### src/rtl/alu_op_sequencer.sv
// alu_op_sequencer: host-loaded job queue that issues (op, A, B) jobs in order
// to the ALU control unit, captures each result with its flags and reports
// completion. Optional WAIT timeout enabled by defining ALU_SEQ_TIMEOUT_EN.
module alu_op_sequencer #(
  parameter int DEPTH          = 8,
  parameter int WIDTH          = 8,
  parameter int TIMEOUT_CYCLES = 15
) (
  input  logic             clk,
  input  logic             rst_n,
  input  logic             wr_en,
  input  logic [2:0]       wr_op,
  input  logic [WIDTH-1:0] wr_a,
  input  logic [WIDTH-1:0] wr_b,
  output logic             full,
  input  logic             run,
  output logic             start,
  output logic [2:0]       op_select,
  output logic [WIDTH-1:0] operand_a,
  output logic [WIDTH-1:0] operand_b,
  input  logic             ctrl_busy,
  input  logic             ctrl_result_valid,
  input  logic [WIDTH-1:0] alu_result,
  input  logic             zero_flag,
  input  logic             carry_flag,
  output logic             res_valid,
  output logic [WIDTH-1:0] res_data,
  output logic             res_zero,
  output logic             res_carry,
  output logic [2:0]       res_index,
  output logic             done,
  output logic             seq_busy,
  output logic             error
);

  localparam int AW = $clog2(DEPTH);
  localparam int CW = AW + 1;

  if (DEPTH < 2 || DEPTH > 8 || (DEPTH & (DEPTH - 1)) != 0 || TIMEOUT_CYCLES < 1) begin : g_param_check
    $error("alu_op_sequencer: unsupported DEPTH or TIMEOUT_CYCLES");
  end

  typedef enum logic [1:0] {S_IDLE, S_ISSUE, S_WAIT, S_FINISH} state_t;

  state_t           state;
  logic [2:0]       q_op [DEPTH];
  logic [WIDTH-1:0] q_a  [DEPTH];
  logic [WIDTH-1:0] q_b  [DEPTH];
  logic [CW-1:0]    count;
  logic [CW-1:0]    ptr;
  logic [CW-1:0]    ptr_next;
  logic [CW-1:0]    count_eff;
  logic             wr_accept;
  logic             run_accept;
  logic             timeout_hit;
  logic [2:0]       first_op;
  logic [WIDTH-1:0] first_a;
  logic [WIDTH-1:0] first_b;

  // Queue acceptance and the job that a run starts with; a write in the run
  // cycle is folded in so it takes part in that run.
  always_comb begin
    wr_accept  = (state == S_IDLE) && wr_en && (count != CW'(DEPTH));
    count_eff  = count + CW'(wr_accept);
    run_accept = (state == S_IDLE) && run && (count_eff != '0);
    ptr_next   = ptr + CW'(1);
    first_op   = (count == '0) ? wr_op : q_op[0];
    first_a    = (count == '0) ? wr_a  : q_a[0];
    first_b    = (count == '0) ? wr_b  : q_b[0];
  end

  assign full     = (count == CW'(DEPTH));
  assign seq_busy = (state != S_IDLE);
  // Request is combinational so a freed control unit is served in the same cycle.
  assign start    = (state == S_ISSUE) && !ctrl_busy;

  // Job storage; contents are don't-care beyond count, so no reset needed.
  always_ff @(posedge clk) begin
    if (rst_n && wr_accept) begin
      q_op[count[AW-1:0]] <= wr_op;
      q_a[count[AW-1:0]]  <= wr_a;
      q_b[count[AW-1:0]]  <= wr_b;
    end
  end

`ifdef ALU_SEQ_TIMEOUT_EN
  localparam int TW = $clog2(TIMEOUT_CYCLES + 1);
  logic [TW-1:0] tcnt;

  assign timeout_hit = (state == S_WAIT) && !ctrl_result_valid &&
                       (tcnt == TW'(TIMEOUT_CYCLES - 1));

  // WAIT cycle counter (zero on entry) and sticky error, cleared by a new run.
  always_ff @(posedge clk) begin
    if (!rst_n) begin
      tcnt  <= '0;
      error <= 1'b0;
    end else begin
      tcnt <= (state == S_WAIT) ? tcnt + TW'(1) : '0;
      if (run_accept)
        error <= 1'b0;
      else if (timeout_hit)
        error <= 1'b1;
    end
  end
`else
  assign timeout_hit = 1'b0;
  assign error       = 1'b0;
`endif

  // Sequencer FSM with registered job/result outputs and strobes.
  always_ff @(posedge clk) begin
    if (!rst_n) begin
      state     <= S_IDLE;
      count     <= '0;
      ptr       <= '0;
      op_select <= '0;
      operand_a <= '0;
      operand_b <= '0;
      res_valid <= 1'b0;
      res_data  <= '0;
      res_zero  <= 1'b0;
      res_carry <= 1'b0;
      res_index <= '0;
      done      <= 1'b0;
    end else begin
      res_valid <= 1'b0;
      done      <= 1'b0;
      case (state)
        S_IDLE: begin
          if (wr_accept)
            count <= count_eff;
          if (run_accept) begin
            state     <= S_ISSUE;
            ptr       <= '0;
            op_select <= first_op;
            operand_a <= first_a;
            operand_b <= first_b;
          end else if (run) begin
            done <= 1'b1;
          end
        end
        S_ISSUE: begin
          if (!ctrl_busy)
            state <= S_WAIT;
        end
        S_WAIT: begin
          if (ctrl_result_valid) begin
            res_valid <= 1'b1;
            res_data  <= alu_result;
            res_zero  <= zero_flag;
            res_carry <= carry_flag;
            res_index <= 3'(ptr);
            if (ptr == count - CW'(1)) begin
              state <= S_FINISH;
              done  <= 1'b1;
            end else begin
              // Next job's operands are loaded here so they are valid during its ISSUE.
              ptr       <= ptr_next;
              state     <= S_ISSUE;
              op_select <= q_op[ptr_next[AW-1:0]];
              operand_a <= q_a[ptr_next[AW-1:0]];
              operand_b <= q_b[ptr_next[AW-1:0]];
            end
          end else if (timeout_hit) begin
            state <= S_FINISH;
            done  <= 1'b1;
          end
        end
        S_FINISH: begin
          count <= '0;
          ptr   <= '0;
          state <= S_IDLE;
        end
        default: state <= S_IDLE;
      endcase
    end
  end

endmodule

### config.mk
export PLATFORM = sky130hd
export DESIGN_NAME = alu_op_sequencer
export DESIGN_NICKNAME = d
export VERILOG_FILES = /design/src/rtl/alu_op_sequencer.sv
export SDC_FILE = /design/constraint.sdc
export NUM_CORES = 1
export LEC_CHECK = 0
export BUFFER_PORTS_ARGS = -buffer_cell sky130_fd_sc_hd__buf_2
export CELL_PAD_IN_SITES_DETAIL_PLACEMENT = 0
export CELL_PAD_IN_SITES_GLOBAL_PLACEMENT = 2
export CORE_MARGIN = 2
export CORE_UTILIZATION = 40
export CTS_BUF_LIST = sky130_fd_sc_hd__clkbuf_8
export CTS_CLUSTER_SIZE = 24
export DETAILED_ROUTE_END_ITERATION = 8
export PLACE_DENSITY_LB_ADDON = 0.1
export SYNTH_ARGS = -nofsm -noshare
export SYNTH_HDL_FRONTEND = slang
export SYNTH_SLANG_ARGS = --single-unit
### constraint.sdc
create_clock -name clk -period 2.9 [get_ports clk]
set_input_delay 0.58 -clock clk [delete_from_list [all_inputs] [get_ports clk]]
set_output_delay 0.58 -clock clk [all_outputs]
set_load 0.03 [all_outputs]
==> results of run 1 <==
-- worst min path at each step --
stage | start | to | slack [ns] | cells after the start
floorplan | ptr[3] | ptr[3] | 0.51 | 2
global placement | res_data[1] | res_data[1] | 0.45 | 2
detailed placement | res_data[7] | res_data[7] | 0.46 | 2
CTS | alu_result[7] | res_data[7] | 0.32 | 3
global route | alu_result[0] | res_data[0] | 0.34 | 3
finish | alu_result[3] | res_data[3] | 0.36 | 3
-- worst max-delay path, delay by kind of cell (launching register included) --
kind,cells,cell delay (ns)
flops,1,0.38
buf+inv,2,0.26
fa+ha+maj,2,0.40
simple gates,5,0.93
compound gates,2,0.60
-- synth_stat cells, drive strengths merged --
library cell / number / area share
o22ai: 2 / 0.0015
nor3b: 1 / 0.00092
dfxtp: 44 / 0.11
nor2: 11 / 0.0051
conb: 1 / 0.00046
a211oi: 19 / 0.017
buf: 19 / 0.014
nand3b: 3 / 0.0028
mux2: 19 / 0.026
inv: 4 / 0.0018
a21oi: 3 / 0.0018
nor3: 4 / 0.0025
and3b: 1 / 0.0011
ha: 5 / 0.0077
and2: 5 / 0.0041
nand3: 9 / 0.0055
nand2: 39 / 0.018
edfxtp: 152 / 0.56
o31ai: 19 / 0.017
nand4b: 3 / 0.0032
a31o: 1 / 0.0011
o21ai: 22 / 0.013
nand4: 21 / 0.016
nor2b: 25 / 0.019
nor4b: 1 / 0.0011
and3: 3 / 0.0023
xor2: 2 / 0.0021
clkbuf: 22 / 0.010
and4: 1 / 0.0011
o21a: 3 / 0.0028
a21boi: 15 / 0.014
o211ai: 2 / 0.0018
mux2i: 1 / 0.0012
a31oi: 3 / 0.0023
xnor2: 6 / 0.0064
mux4: 38 / 0.10
nand2b: 2 / 0.0015
-- power breakdown --
| part | internal (uW) | switching [uW] |
|---|---|---|
| combinational | 256 | 399 |
| sequential | 3100 | 44.0 |
| clock | 600 | 977 |
| total | 3950 | 1420 |
-- layout make-up --
type                       count  area (um2)
inverter                       4       15.01
tap                          270       337.8
antenna                        1       2.502
sequential                   196        5446
timing repair buffer         106       709.4
clock inverter                15       108.9
fill                        1790       10710
multi-input combinational    290        2542
clock buffer                  17       234.0
-- timing repair --
action | in CTS | in global routing
hold endpoints to repair | 0 | 0
resized for setup | 0 | 1
setup endpoints to repair | 0 | 9
setup buffers | 0 | 5
-- layer usage --
| layer | part of all wire | routed length, um | vias to the layer above | GRT usage |
|---|---|---|---|---|
| li1 | - | - | 2241 | - |
| met3 | 0.037 | 713 | 15 | 0.03758 |
| met2 | 0.51 | 9630 | 118 | 0.3073 |
| met1 | 0.44 | 8459 | 2449 | 0.2440 |
| met5 | 0 | 0 | - | 0 |
| met4 | 0.013 | 243 | 0 | 0.05437 |
-- state kept, by name (all words and copies together) (netlist names), 2 cells and up --
name	flops
count	4
q_op	24
op_select	3
res_index	3
operand_a	8
operand_b	8
state	2
q_b	64
q_a	64
res_data	8
ptr	4
-- cells by family (layout without fill, tap and decap cells) --
kind of cell | count (synthesis) | after routing | synth area share
other | 1 | 2 | 0.0004594
DFF | 196 | 196 | 0.6671
buffers and inverters | 45 | 142 | 0.02606
adders and majority gates | 5 | 5 | 0.007664
AOI/OAI and AO/OA | 89 | 89 | 0.07357
xor gates and xnor gates | 8 | 8 | 0.008584
and+or+nand+nor | 129 | 129 | 0.08431
muxes | 58 | 58 | 0.1323
-- stage by stage --
stage | utilization | setup TNS, ns | instance area, um2 | instances | setup slack [ns]
2_1_floorplan | - | -7.779 | 8163 | 531 | -0.2047
3_3_place_gp | 0.4469 | 0 | 8985 | 861 | 0.4321
3_5_place_dp | 0.4469 | 0 | 8985 | 861 | 0.2872
4_1_cts | 0.4640 | 0 | 9328 | 893 | 0.2511
5_1_grt | 0.4674 | 0 | 9397 | 899 | 0.05434
6_report | 0.4674 | 0 | 9397 | 899 | 0.2412
==> summary.txt, run 1 <==
Critical path
  – Crit-path max cell delay: 0.38 ns
  – R2r endpoint: operand_a[2]
  – CP startpoint: count[0]
  – CP max stage cell: dfxtp_1
  – Crit path capture: operand_a[2]
  – Crit path required time: between 3 and 4 ns
  – Reg-to-Reg Start: count[0]
  – Critical path fanouts, max: 6
  – Arrival @ worst endpoint: 3.03 ns
  – Reg2Reg Depth: 11
  – Reg2reg setup slack: between 0.2 and 0.25 ns
  – Critical path type: register to register
  – Most frequent CP cell: ha_1
  – Setup crit start kind: register
  – Worst path cell trace: inv_1 -> ha_1 -> nand3b_1 -> and3_1 -> ha_1 -> and4_1 -> o211ai_1 -> nand3_1 -> and2_4 -> buf_4 -> o31ai_1
  – CP endpoint kind: register

Drt
  – Final wirelength: 19050 um
  – Routed via count: 4823
  – DR WL/cell: 21.19 um
  – ANT nets after route: 0
  – Post-DR vias/cell: ~5.4
  – Starting DRC count in detailed routing: 266
  – DRC: 0
  – First drt pass iteration count: 4

Global routing
  – Largest net degree at the start of global routing: 48
  – Vias in the first global route: slightly below 5000
  – Initial antenna violation count: 1
  – Overall routing resource usage: 0.1836
  – First-pass GRT wire length: 29470 um
  – Grt ovf: 0

Floorplanning
  – IO Pins: 73
  – Row count: 52
  – Starting density of the core: 0.4060
  – Die height: 146.9 um
  – Total core area: ~20000 um2
  – Die area: around 22000 um2
  – Die W: 146.9 um

Cells and area
  – Layout cell share with drive strength beyond 1: 0.3248
  – Most frequent cells in the layout: edfxtp_1, buf_2, dfxtp_1, nand2_1, mux4_2
  – Nets: 655
  – Syn-to-layout area delta: 15.11%
  – Commonest non-fill, non-tap cell in the layout: edfxtp_1

CTS
  – Clock buffer depth: 2
  – CTS Buf Count: 17
  – Htree depth: 4
  – Clk_lat worst skew: 0.46 ns
  – CTS sink cnt: slightly below 200
  – Hold_buf cts: 0
  – TritonCTS clock tree: done
  – Clock slew seen by the registers of the worst setup and hold paths: 0.10 ns
  – CTS Root Cell: clkbuf_8

Timing
  – Slew Viols, Final: 0
  – Slew HR: 0.6154
  – Final Setup Violations: 0
  – Worst-margin pin slew: 0.5737 ns
  – Max Fclk: 376.1 MHz
  – Final hold vios: 0
  – Post-layout min period: about 2.7 ns
  – RSZ-0062 raised after global routing: no
  – Period utilization: 0.9168
  – Clock Skew: 0.01302 ns
  – Worst Hold Slack: 0.3583 ns

Power and ir drop
  – Leakage dissipation: 0.003140 uW
  – Total Power: 5375 uW
  – Max VDD drop: around 0.26 mV
  – PwrDens: approximately 570 nW/um2

Synthesis
  – Cell area after synthesis: roughly 8200 um2
  – Syn_area_per_cell: 15.37 um2
  – Flop and latch count out of synthesis: 196
  – Seq/Total Area, Yosys: 0.6671
  – Mapped Cells: 531
  – Post-synthesis cell type count: ~40
  – Mapped Nets: 571
  – Synth warn: 0

Min path
  – Min-Delay Path Class: input pin to register

Place
  – Post-DP HPWL: 11480 um
  – Port buffer count: 71
  – GP Congestion: around 0.74

Run status
  – Run status: completed

Flow run
  – Max_cap viols: 0
No activity file was read; power rests on OpenSTA's default activity.
==> inputs of run 2 (changes only) <==
==> constraint.sdc (replaced) <==
create_clock -name clk -period 2.9 [get_ports clk]
set_input_delay 0.29 -clock clk [delete_from_list [all_inputs] [get_ports clk]]
set_output_delay 0.29 -clock clk [all_outputs]
set_load 0.03 [all_outputs]
==> run 2 against run 1 <==
Net effect:
- utilization hardly changed
- critical endpoint is now op_select[1]
- critical path depth is 1 higher
- combinational power is 8.9% lower
- highest routed layer unchanged
==> summary.txt, run 2 (synthesis results as in run 1) <==
Run status
  – Run status: completed

Min path
  – Worst hold path startpoint: alu_result[3]
  – Hold Path Sink: res_data[3]
  – Hold Path Cell Cnt: 3 (unchanged)
  – Min-Delay Path Class: input pin to register

Floorplanning
  – Die area: 21570 um2 (unchanged)
  – Die height: 146.9 um (unchanged)
  – Total core area: 20100 um2 (unchanged)
  – IO Pins: 73 (unchanged)
  – Die W: 146.9 um (unchanged)
  – Row count: 52 (unchanged)
  – Starting density of the core: 0.4060 (unchanged)

Timing
  – Final hold vios: 0 (unchanged)
  – Final Setup Violations: 0 (unchanged)
  – Final worst setup slack: 0.2624 ns (+0.02117 ns)
  – Slew Viols, Final: 0 (unchanged)
  – Max Fclk: 379.1 MHz (+0.80%)
  – Worst-margin pin slew: 0.9754 ns (+0.4017 ns)
  – Post-layout min period: 2.638 ns (-0.02117 ns)
  – Final setup TNS: 0 ns (unchanged)
  – Clock Skew: 0.01254 ns (-0.0004769 ns)
  – RSZ-0062 raised after global routing: no
  – Period utilization: 0.9095 (-0.007300)
  – Slew HR: 0.3473 (-0.2681)

Critical path
  – Reg2reg setup slack: 0.26 ns (+0.02 ns)
  – Reg2Reg Depth: 12 (+1)
  – Crit path required time: 3.25 ns (-0.02 ns)
  – Critical path fanouts, max: 20 (+14)
  – Arrival @ worst endpoint: 2.99 ns (-0.04 ns)
  – Reg-to-Reg Start: count[0]
  – Setup crit start kind: register
  – R2r endpoint: op_select[1]
  – CP startpoint: count[0]
  – CP endpoint kind: register
  – Critical path type: register to register

Power and ir drop
  – Total Power: 5509 uW (+2.5%)
  – PwrDens: 586.8 nW/um2 (+2.6%)
  – Leakage dissipation: 0.003134 uW (-0.19%)
  – Max VDD drop: 0.2805 mV (+7.1%)

Cells and area
  – Most frequent cells in the layout: edfxtp_1, buf_2, dfxtp_1, nand2_1, mux4_2
  – Post-Route Utilization: 0.4670 (about the same)
  – Diode count: 0 (-1)
  – Post-route cell area: 9388 um2 (about the same)
  – Nets: 648 (-1.1%)
  – Register area: 5446 um2 (unchanged)
  – Area of the multi-input gates: 2542 um2 (unchanged)
  – Syn-to-layout area delta: 15.01% (about the same)
  – Layout cell share with drive strength beyond 1: 0.3205 (-0.004390)
  – Commonest non-fill, non-tap cell in the layout: edfxtp_1
  – Fillers: 1787 (-0.17%)

Flow run
  – Max_cap viols: 0 (unchanged)

CTS
  – Post-cts sizing count: 0 (unchanged)
  – Clock slew seen by the registers of the worst setup and hold paths: 0.10 ns (about the same)
  – Htree depth: 4 (unchanged)
  – CTS sink cnt: 196 (unchanged)
  – Clk_lat worst skew: 0.46 ns (about the same)
  – # Post-CTS Setup Buffers: 0 (unchanged)
  – Hold_buf cts: 0 (unchanged)
  – TritonCTS clock tree: done
  – Clock buffer depth: 2 (unchanged)
  – CTS Root Cell: clkbuf_8
  – CTS Buf Count: 17 (unchanged)

Global routing
  – Vias in the first global route: 4958 (+0.45%)
  – Largest net degree at the start of global routing: 64 (+33%)
  – Initial antenna violation count: 0 (-1)
  – Grt ovf: 0 (unchanged)
  – First-pass GRT wire length: 28680 um (-2.7%)
  – Overall routing resource usage: 0.1787 (-0.004957)

Drt
  – Starting DRC count in detailed routing: 268 (+0.75%)
  – ANT nets after route: 0 (unchanged)
  – Final wirelength: 18740 um (-1.6%)
  – Routed via count: 4757 (-1.4%)
  – Post-DR vias/cell: 5.339 (-0.48%)
  – First drt pass iteration count: 4 (unchanged)
  – DR WL/cell: 21.03 um (-0.73%)
  – DRC: 0 (unchanged)

Place
  – Post-Place Cell Area: 8982 um2 (about the same)
  – GP Congestion: 0.7439 (about the same)
  – Post-DP HPWL: 11340 um (-1.2%)
  – Port buffer count: 71 (unchanged)
  – Pre-CTS setup slack: 0.3019 ns (+0.01474 ns)
==> run 2: cell count changes in the layout (fill, tap and decap cells not counted), moves of 3 or more <==
| cell | previous run | this run |
|---|---|---|
| clkinv_4 | 1 | 5 |
| buf_4 | 27 | 22 |
| clkbuf_8 | 17 | 20 |
| inv_6 | 5 | 1 |
==> run 2: how the worst max path moves through the flow <==
stage / end / slack [ns] / cells past startpoint
2_1_floorplan: q_a[0][0] / -0.20 / 8
3_3_place_gp: operand_b[0] / 0.42 / 12
3_5_place_dp: operand_a[7] / 0.30 / 12
4_1_cts: op_select[1] / 0.26 / 12
5_1_grt: operand_b[4] / 0.01 / 12
6_report: op_select[1] / 0.26 / 12
==> run 2: area by class of cell <==
type	count	share of cell area
Sequential cell	196	0.5802
Multi-Input combinational cell	290	0.2708
Timing Repair Buffer	99	0.06824
Tap cell	270	0.03599
Clock buffer	20	0.02932
Clock inverter	12	0.01386
Inverter	4	0.001599
==> run 2: worst max-delay path: stages, from the launching register on <==
cell and delay, ns:
dfxtp_1 0.44, inv_1 0.11, ha_1 0.22, nand3b_1 0.10, and3_1 0.19, ha_1 0.21, ha_1 0.26, nor2_1 0.12
o211ai_1 0.19, nand3_1 0.16, buf_4 0.27, nand4_1 0.14, o31ai_1 0.12
==> run 2: through the flow <==
stage | instances | hold slack, ns
3_3_place_gp | 859 | 0.4480
4_1_cts | 891 | 0.03775
5_1_grt | 891 | 0.04832
6_report | 891 | 0.06713
3_5_place_dp | 859 | 0.4541
2_1_floorplan | 531 | 0.3889
==> run 2: routing by layer <==
layer	vias to the layer above	track usage	share of wire
li1	2229	-	-
met1	2412	0.2307	0.44
met2	109	0.3099	0.51
met3	7	0.03727	0.045
met4	0	0.04466	0.0061
met5	-	0	0
==> run 2: report_power, final <==
| part | switching, uW | total (uW) | leakage, uW | internal (uW) |
|---|---|---|---|---|
| clock | 930 | 1770 | 0.000216 | 836 |
| sequential | 46.0 | 3150 | 0.00173 | 3100 |
| combinational | 379 | 597 | 0.00119 | 217 |
| total | 1360 | 5510 | 0.00313 | 4150 |
==> inputs of run 3 (changes only) <==
- CORE_MARGIN: 2 -> 3
- CORE_UTILIZATION: 40 -> 45
- clock period: 2.9 -> 2.5 ns (I/O delays scaled with it)
==> run 3 against run 2 <==
Net effect:
- setup slack worse by 0.14 ns
- combinational power up 39%
- clock-buffer cell count down 1
- worst hold slack worse by 0.029 ns
- die area down 8.2%
- global-route usage up 1.6 points
- clock power up 24%
- critical path depth down 1
- clock skew up 0.0040 ns
- utilization up 8.2 points
- largest cell class unchanged
==> summary.txt, run 3 (synthesis results as in run 1) <==
Floorplanning
  – Total core area: 17540 um2 (-13%)
  – Row count: 48 (-7.7%)
  – Die height: 140.7 um (-4.2%)
  – Starting density of the core: 0.4655 (+0.05944)
  – Die W: 140.7 um (-4.2%)
  – IO Pins: 73 (unchanged)
  – Die area: 19790 um2 (-8.2%)

Timing
  – Post-layout min period: 2.381 ns (-0.2565 ns)
  – Slew HR: 0.5864 (+0.2391)
  – Max Fclk: 420.0 MHz (+11%)
  – Slew Viols, Final: 0 (unchanged)
  – Period utilization: 0.9524 (+0.04291)
  – Final Setup Violations: 0 (unchanged)
  – Worst-margin pin slew: 0.6204 ns (-0.3551 ns)
  – Final worst setup slack: 0.1189 ns (-0.1435 ns)
  – Clock Skew: 0.01652 ns (+0.003980 ns)
  – Final hold vios: 0 (unchanged)

Drt
  – First drt pass iteration count: 4 (unchanged)
  – Routed via count: 4973 (+4.5%)
  – Final wirelength: 19160 um (+2.3%)
  – DRC: 0 (unchanged)
  – DR WL/cell: 22.18 um (+5.5%)
  – Post-DR vias/cell: 5.756 (+7.8%)
  – Starting DRC count in detailed routing: 252 (-6.0%)
  – ANT nets after route: 0 (unchanged)

CTS
  – Clk_lat worst skew: 0.46 ns (about the same)
  – Clock buffer depth: 2 (unchanged)
  – CTS Buf Count: 17 (unchanged)
  – CTS sink cnt: 196 (unchanged)
  – TritonCTS clock tree: done
  – CTS Root Cell: clkbuf_8
  – Clock slew seen by the registers of the worst setup and hold paths: 0.11 ns (about the same)
  – Htree depth: 4 (unchanged)

Power and ir drop
  – Clock power frac: 0.329 (+0.008)
  – Combinational share of power: 0.125 (+0.017)
  – Total Power: 6668 uW (+21%)
  – Max VDD drop: 0.3519 mV (+25%)
  – Sw frac: 0.2530 (+0.006865)
  – PwrDens: 692.2 nW/um2 (+18%)
  – Leakage dissipation: 0.003256 uW (+3.9%)
  – Seq pwr share: 0.547 (-0.024)
  – Pint: 4981 uW (+20%)
  – Sw power: 1687 uW (+24%)

Global routing
  – Overall routing resource usage: 0.1947 (+0.01609)
  – Initial antenna violation count: 1 (+1)
  – Vias in the first global route: 5090 (+2.7%)
  – Grt ovf: 0 (unchanged)
  – Largest net degree at the start of global routing: 64 (unchanged)
  – First-pass GRT wire length: 29370 um (+2.4%)

Critical path
  – Critical path type: register to register
  – Setup crit start kind: register
  – R2r endpoint: operand_b[1]
  – Arrival @ worst endpoint: 2.75 ns (-0.24 ns)
  – Critical path fanouts, max: 6 (-70%)
  – Reg2reg setup slack: 0.12 ns (-0.14 ns)
  – Reg-to-Reg Start: count[0]
  – Crit path required time: 2.87 ns (-0.38 ns)
  – Reg2Reg Depth: 11 (-1)
  – CP endpoint kind: register

Cells and area
  – Diode count: 0 (unchanged)
  – Commonest non-fill, non-tap cell in the layout: edfxtp_1
  – Nets: 666 (+2.8%)
  – Post-route cell area: 9633 um2 (+2.6%)
  – Syn-to-layout area delta: 18.01%
  – Fillers: 1479 (-17%)
  – Most frequent cells in the layout: edfxtp_1, buf_2, dfxtp_1, nand2_1, mux4_2
  – Layout cell share with drive strength beyond 1: 0.3662 (+0.04575)

Min path
  – Hold Path Cell Cnt: 3 (unchanged)
  – Worst hold path startpoint: alu_result[7]
  – Hold Path Sink: res_data[7]
  – Min-Delay Path Class: input pin to register

Place
  – Post-Place Cell Area: 8989 um2 (about the same)
  – Pre-CTS setup slack: 0.03254 ns (-0.2694 ns)
  – GP Congestion: 0.8094 (+8.8%)
  – Port buffer count: 71 (unchanged)
  – Post-DP HPWL: 11290 um (-0.48%)

Flow run
  – Max_cap viols: 0 (unchanged)

Run status
  – Run status: completed
run 3: cell count changes in the layout (fill, tap and decap cells not counted), moves of 4 or more:
cell / delta
clkinv_4: -4
o31ai_1: -10
buf_4: +10
o31ai_2: +7
run 3: worst max path at each step:
| stage | start | endpoint | slack [ns] | cells after the start |
|---|---|---|---|---|
| 6_report | count[0] | operand_b[1] | 0.12 | 11 |
| 5_1_grt | count[0] | operand_b[1] | -0.01 | 11 |
| 4_1_cts | count[0] | operand_a[7] | 0.007 | 10 |
| 3_5_place_dp | count[0] | operand_a[6] | 0.03 | 10 |
| 3_3_place_gp | count[0] | operand_a[4] | 0.16 | 11 |
| 2_1_floorplan | count[2] | op_select[0] | -0.04 | 14 |
run 3: critical path, stage by stage, from the launching register on:
cell and delay [ns]:
dfxtp_2 0.34, inv_2 0.06, ha_2 0.17, nand3b_1 0.10, and3_4 0.18, ha_4 0.17
and4_1 0.16, o211ai_1 0.36, nand3_2 0.14, buf_6 0.16, and2_4 0.21, o31ai_2 0.24
run 3: final cells by class:
class / count / area, um2 / share of cell area
inverter: 4 / 15.01 / 0.001559
clock inverter: 13 / 171.4 / 0.01779
clock buffer: 19 / 261.5 / 0.02715
sequential: 196 / 5448 / 0.5655
timing repair buffer: 114 / 773.2 / 0.08027
multi-input combinational: 293 / 2683 / 0.2785
tap: 225 / 281.5 / 0.02922
run 3: repair_timing:
| item | in CTS | in global routing |
|---|---|---|
| gates resized for setup | 2 | 26 |
| hold buffers | 2 | 0 |
| pin swaps | 1 | 11 |
| endpoints found under the setup margin | 2 | 24 |
| gates cloned | 1 | 2 |
| buffers inserted | 2 | 3 |
| hold endpoints to repair | 2 | 0 |
run 3: metal layers:
layer,part of all wire,global-route usage,wire [um]
met5,0.00037,0,7
met4,0.0084,0.04895,160
met3,0.048,0.03833,920
met2,0.49,0.3107,9308
met1,0.46,0.2780,8764
run 3: stage by stage:
stage               setup TNS, ns    util  hold WS, ns  cells
CTS                             0  0.5400     0.002040    859
global placement                0  0.5126       0.4491    822
finish                          0  0.5493      0.03844    864
floorplan                 -0.3596       -       0.3489    531
detailed placement              0  0.5126       0.4556    822
global route             -0.02282  0.5493      0.02155    864
run 3: power by group through the flow:
stage	sequential, uW	clock, uW	combinational, uW
3_5_place_dp	3720	0	724
3_3_place_gp	3720	0	715
4_1_cts	3650	2250	756
6_report	3650	2190	831
5_1_grt	3660	2370	895
2_1_floorplan	3800	0	370
